<file path="src/rtl/switch_debouncer.sv">
// Push-button conditioner: per-channel two-flop synchroniser feeding a confirm FSM
// that commits a new level only after it has been stable long enough.
module switch_debouncer #(
    parameter int g_DEBOUNCE_CYCLES = 250000,
    parameter int g_NUM_SWITCHES    = 4
) (
    input  logic                      i_Clk,
    input  logic                      i_Reset,
    input  logic [g_NUM_SWITCHES-1:0] i_Switches,
    output logic [g_NUM_SWITCHES-1:0] o_Switches,
    output logic [g_NUM_SWITCHES-1:0] o_Pressed,
    output logic [g_NUM_SWITCHES-1:0] o_Released
);

    localparam int CNT_W = (g_DEBOUNCE_CYCLES > 1) ? $clog2(g_DEBOUNCE_CYCLES) : 1;
    localparam logic [CNT_W-1:0] CNT_LAST = CNT_W'(g_DEBOUNCE_CYCLES - 1);

    typedef enum logic [1:0] {
        IDLE_LOW     = 2'b00,
        CONFIRM_HIGH = 2'b01,
        IDLE_HIGH    = 2'b10,
        CONFIRM_LOW  = 2'b11
    } state_t;

    genvar n;
    generate
        for (n = 0; n < g_NUM_SWITCHES; n++) begin : g_chan
            logic             sync1;
            logic             sync2;
            state_t           state;
            state_t           state_next;
            logic [CNT_W-1:0] count;
            logic [CNT_W-1:0] count_next;
            logic             level;
            logic             level_next;
            logic             pressed;
            logic             pressed_next;
            logic             released;
            logic             released_next;

            // Bring the asynchronous raw level into the clock domain.
            always_ff @(posedge i_Clk or posedge i_Reset) begin
                if (i_Reset) begin
                    sync1 <= 1'b0;
                    sync2 <= 1'b0;
                end else begin
                    sync1 <= i_Switches[n];
                    sync2 <= sync1;
                end
            end

            // FSM state, stability counter and registered outputs.
            always_ff @(posedge i_Clk or posedge i_Reset) begin
                if (i_Reset) begin
                    state    <= IDLE_LOW;
                    count    <= '0;
                    level    <= 1'b0;
                    pressed  <= 1'b0;
                    released <= 1'b0;
                end else begin
                    state    <= state_next;
                    count    <= count_next;
                    level    <= level_next;
                    pressed  <= pressed_next;
                    released <= released_next;
                end
            end

            // Next-state logic; the counter is cleared on every state entry so it never wraps.
            always_comb begin
                state_next    = state;
                count_next    = count;
                level_next    = level;
                pressed_next  = 1'b0;
                released_next = 1'b0;
                case (state)
                    IDLE_LOW: begin
                        level_next = 1'b0;
                        if (sync2) begin
                            state_next = CONFIRM_HIGH;
                            count_next = '0;
                        end else begin
                            state_next = IDLE_LOW;
                        end
                    end
                    CONFIRM_HIGH: begin
                        level_next = 1'b0;
                        if (!sync2) begin
                            state_next = IDLE_LOW;
                            count_next = '0;
                        end else if (count == CNT_LAST) begin
                            state_next   = IDLE_HIGH;
                            count_next   = '0;
                            level_next   = 1'b1;
                            pressed_next = 1'b1;
                        end else begin
                            count_next = count + CNT_W'(1);
                        end
                    end
                    IDLE_HIGH: begin
                        level_next = 1'b1;
                        if (!sync2) begin
                            state_next = CONFIRM_LOW;
                            count_next = '0;
                        end else begin
                            state_next = IDLE_HIGH;
                        end
                    end
                    CONFIRM_LOW: begin
                        level_next = 1'b1;
                        if (sync2) begin
                            state_next = IDLE_HIGH;
                            count_next = '0;
                        end else if (count == CNT_LAST) begin
                            state_next    = IDLE_LOW;
                            count_next    = '0;
                            level_next    = 1'b0;
                            released_next = 1'b1;
                        end else begin
                            count_next = count + CNT_W'(1);
                        end
                    end
                    default: begin
                        state_next = IDLE_LOW;
                        count_next = '0;
                        level_next = 1'b0;
                    end
                endcase
            end

            assign o_Switches[n] = level;
            assign o_Pressed[n]  = pressed;
            assign o_Released[n] = released;
        end
    endgenerate

endmodule

</file>
<file path="config.mk">
export PLATFORM = sky130hd
export DESIGN_NAME = switch_debouncer
export DESIGN_NICKNAME = d
export VERILOG_FILES = /design/src/rtl/switch_debouncer.sv
export SDC_FILE = /design/constraint.sdc
export NUM_CORES = 1
export LEC_CHECK = 0
export CAP_MARGIN = 40
export CORE_MARGIN = 2
export CORE_UTILIZATION = 60
export DETAILED_ROUTE_END_ITERATION = 8
export PLACE_DENSITY = 0.79
export SYNTH_ARGS = -nofsm -noshare
export SYNTH_HDL_FRONTEND = slang
export SYNTH_SLANG_ARGS = --single-unit
</file>
<file path="constraint.sdc">
create_clock -name i_Clk -period 9.78 [get_ports i_Clk]
set_input_delay 2.445 -clock i_Clk [delete_from_list [all_inputs] [get_ports i_Clk]]
set_output_delay 2.445 -clock i_Clk [all_outputs]
set_load 0.1 [all_outputs]
</file>
; Word-level counts from Yosys, hierarchy flattened
; Cells that the tools add are included.
[op_classes]
mux = 84
reduce_logical = 12
addsub = 4
eq_ne = 32
[ops]
columns = cell, n
row1 = two-way mux 18 bit, 20
row2 = one-hot mux 18 bit (4 select lines), 4
row3 = adder 18 x 1 -> 18 bit (second input constant), 4
row4 = == test 18 bit (second input constant), 4
row5 = two-way mux 1 bit, 36
row6 = two-way mux 2 bit, 16
row7 = one-hot mux 2 bit (4 select lines), 4
row8 = inequality test 3 bit (second input constant), 8
row9 = == test 2 bit (second input constant), 8
row10 = inequality test 2 bit (second input constant), 8
row11 = one-hot mux 1 bit (4 select lines), 4
row12 = AND reduction 2 bit, 8
row13 = == test 2 x 1 -> 1 bit (second input constant), 4
row14 = zero test 2 bit, 4
[totals]
ff_bits = 100
elab_cells = 160
in_bits = 6

; Longest topological paths before layout
[logic_depth]
depth_word = 4
depth_mapped = 7
mapped_depth_nobuf = 6

; Worst setup path after synthesis
; OpenSTA, ideal clock, no wires.
[synth_path]
path_kind = flip-flop to output port
start = reg g_chan[0].pressed
end = out o_Pressed[0]
setup_slack_ns = 6.761
path_buffers = 1
required_time_ns = 7.335
path_stages_with_launch = 2
arrival_ns = 0.574
cell_sequence = dfrtp_1 > buf_4
[synth_rtl]
columns = element, line
row1 = "start, declared", 36  ; logic pressed;
row2 = "start signal, assigned", 64  ; pressed <= pressed_next;
row3 = "end, declared", 11  ; output logic [g_NUM_SWITCHES-1:0] o_Pressed,
; No word-level cell between the ends.

; Worst setup path after layout
[layout_path]
start = reg g_chan[2].level
end = out o_Switches[2]
[layout_rtl]
columns = element, line
row1 = "start, declared", 34  ; logic level;
row2 = "start signal, assigned", 63  ; level <= level_next;
row3 = "end, declared", 10  ; output logic [g_NUM_SWITCHES-1:0] o_Switches,
; No word-level cell between the ends.

==> metrics.txt <==
first-pass GRT wire length 16,200 um; post-CTS sizing 0; drt drc 0; CTS max path bufs 2; clk_skew 0.0107 ns; required time of the critical path 7.34 ns; Diodes inserted 0; area leader, netlist dfrtp_1; post-synthesis instance total 478; post-DR vias/cell 5.91; slowest stage delay, CP 0.52 ns; worst path cell trace clkdlybuf4s50_1 -> buf_8; CTS tree done; Initial Util 0.625; leakage power figure 2.30 nW; htree depth 3; Post-CTS Setup Bufs 0; setup_tns 0 ns; drt pass-1 iters 5; leading cell types by count after synthesis dfrtp_1, nor2_1, nand2_1; dpl hpwl 6260 um; Crit Path Category flop to output pin; Yosys reg bits 100; worst path bufs/invs 2; hold crit path type flop to flop; CP max FO 1; RSZ-0062 raised after global routing no; Yosys top cell area share 0.512; Placement Rows 32; CTS sink count 100; Clk pwr share 0.363; Worst Setup Start Kind flop; vias in the first global route 3,456; Yosys Warn Count 0; Critical Path Sink Type output pin; final hold vios 0; met2 usage 0.358; Peak Freq 259 MHz; final net count 510; Overall Power 0.000721 W; combinational power share 0.047; grt met3 use 0.0506; Avg WL per Cell 15.2 um; GRT Util Overall 0.232; post-synthesis sequential area ratio 0.512; Cell Area, Synth 0.00488 sq mm; Max VDD drop 90.1 uV; antenna viol nets, final 0; slowest CP cell clkdlybuf4s50_1; Slew Limit Fails 0; Final Setup Violations 0; syn_nets 488; CORE AREA 0.00781 sq mm; gr busiest metal met2; maximum number of pins on one net before global-route repair 67; layout cells sized above 1 0.0972; die span in y 94.2 um; clock root cell clkbuf_8; fillers 587; Clock Pin Slew Worst Setup and Hold Paths 0.08 ns; WP data arrival 1.42 ns; Slew @ Worst Pin 0.835 ns; Pint 0.000560 W; flop2flop setup slack 7.17 ns; Synth area leaders dfrtp_1, xor2_1, nor2_1; Post-synth EDFFs 0; PwrDens 132 mW/mm^2; initial antenna violation count 0; I/O Pins 18; area grow syn2layout 11.6%; total die area 0.00888 sq mm; RD Place Congestion 0.886; Top FF cell, synth dfrtp_1; minimum clock period 3.86 ns; via count 3,581; grt met1 use 0.320; Syn Area/Cell 10.2 sq um; final worst-path cycle share 0.395; cell family with most CP delay buffers and inverters; Sw Pwr 0.000161 W; Hold-fix buffers, CTS 0; total CTS buffers 9; Starting DRT DRC Count 186; sequential share of power 0.589; Routed Wire Length 9200 um; async set or reset register ratio after synthesis 1.00; max_slew headroom 0.439; gr ovfl total 0; status completed; top-count cell post-synth dfrtp_1; Worst-Skew Late Latency 0.36 ns; Cell variety after synth 50; Sw Ratio 0.223; Port Buf Inserts 17; Max Cap Violations 0; Die W 94.2 um
routing by layer:
metal  vias to the layer above  wire (um)  part of all wire
li1                       1735          -                 -
met1                      1741       4250              0.46
met2                        90       4410              0.48
met3                        15        385             0.042
met4                         0        152             0.017
met5                         -          0                 0
cells in the final DEF (no fill, tap or decap), types with 10 or more instances in the layout:
cell type | Yosys | routed
dfrtp_1 | 100 | 100
nor2_1 | 55 | 55
nand2_1 | 42 | 42
xor2_1 | 29 | 29
nand3_1 | 27 | 27
o21ai_0 | 27 | 27
nand4_1 | 17 | 17
clkdlybuf4s50_1 | 0 | 17
xnor2_1 | 15 | 15
buf_8 | 0 | 12
a21oi_1 | 11 | 11
clkbuf_8 | 0 | 11
nor3b_1 | 10 | 10
metrics by stage:
| stage | hold WS [ns] | setup WS (ns) | util | instances | cell area (sq um) |
|---|---|---|---|---|---|
| global placement | 0.338 | 5.75 | 0.649 | 579 | 5070 |
| finish | 0.359 | 5.92 | 0.698 | 606 | 5450 |
| global route | 0.377 | 5.85 | 0.698 | 606 | 5450 |
| detailed placement | 0.337 | 5.73 | 0.672 | 591 | 5250 |
| floorplan | 0.331 | 4.72 | - | 478 | 4880 |
| CTS | 0.363 | 5.90 | 0.698 | 606 | 5450 |
logic make-up (layout without fill, tap and decap cells):
| kind of cell | Yosys count | after routing | synth area share |
|---|---|---|---|
| buffers and inverters | 29 | 55 | 0.0331 |
| and+or+nand+nor | 219 | 219 | 0.239 |
| muxes | 12 | 12 | 0.0269 |
| AOI/OAI and AO/OA | 70 | 70 | 0.0997 |
| DFF | 100 | 100 | 0.512 |
| adders and majority gates | 4 | 4 | 0.0102 |
| xor gates and xnor gates | 44 | 44 | 0.0789 |
worst paths after layout:
path / from / to / cells past startpoint
min in group asynchronous: i_Reset / g_chan[3].count[6] / 2
max in group asynchronous: i_Reset / g_chan[0].count[7] / 3
hold / removal: g_chan[2].sync1 / g_chan[2].sync2 / 0
setup / recovery: g_chan[2].level / o_Switches[2] / 2
setup reg to reg: g_chan[0].count[0] / g_chan[0].count[13] / 6
hold reg to reg: g_chan[2].sync1 / g_chan[2].sync2 / 0
registers in the layout, indices dropped and copies added, names as in the netlist, named ones only:
signal and cells:
g_chan.count 72, g_chan.level 4, g_chan.pressed 4, g_chan.released 4, g_chan.state 4, g_chan.sync2 4, g_chan.sync1 4
power groups by stage:
stage	registers (W)	logic (W)	clock network, W
after CTS	0.000425	0.0000345	0.000270
after global routing	0.000426	0.0000390	0.000290
after floorplan	0.000431	0.0000253	0
after global placement	0.000432	0.0000336	0
final	0.000425	0.0000341	0.000262
after detailed placement	0.000433	0.0000345	0
worst register-to-register path, stage by stage, from the launching register on:
cell	delay (ns)
dfrtp_1	0.41
ha_1	0.21
nand3_1	0.20
or4_1	0.55
o21ai_1	0.68
o21ai_0	0.20
a22o_1	0.26
final cells by class:
class | instances | area, sq um | area share
Sequential cell | 100 | 2500 | 0.459
Multi-Input combinational cell | 349 | 2220 | 0.407
Timing Repair Buffer | 30 | 358 | 0.0657
Clock buffer | 12 | 155 | 0.0285
Tap cell | 102 | 128 | 0.0234
Clock inverter | 3 | 46.3 | 0.00850
Inverter | 10 | 40.0 | 0.00735
Note: power is estimated with default switching activity, not from simulation.
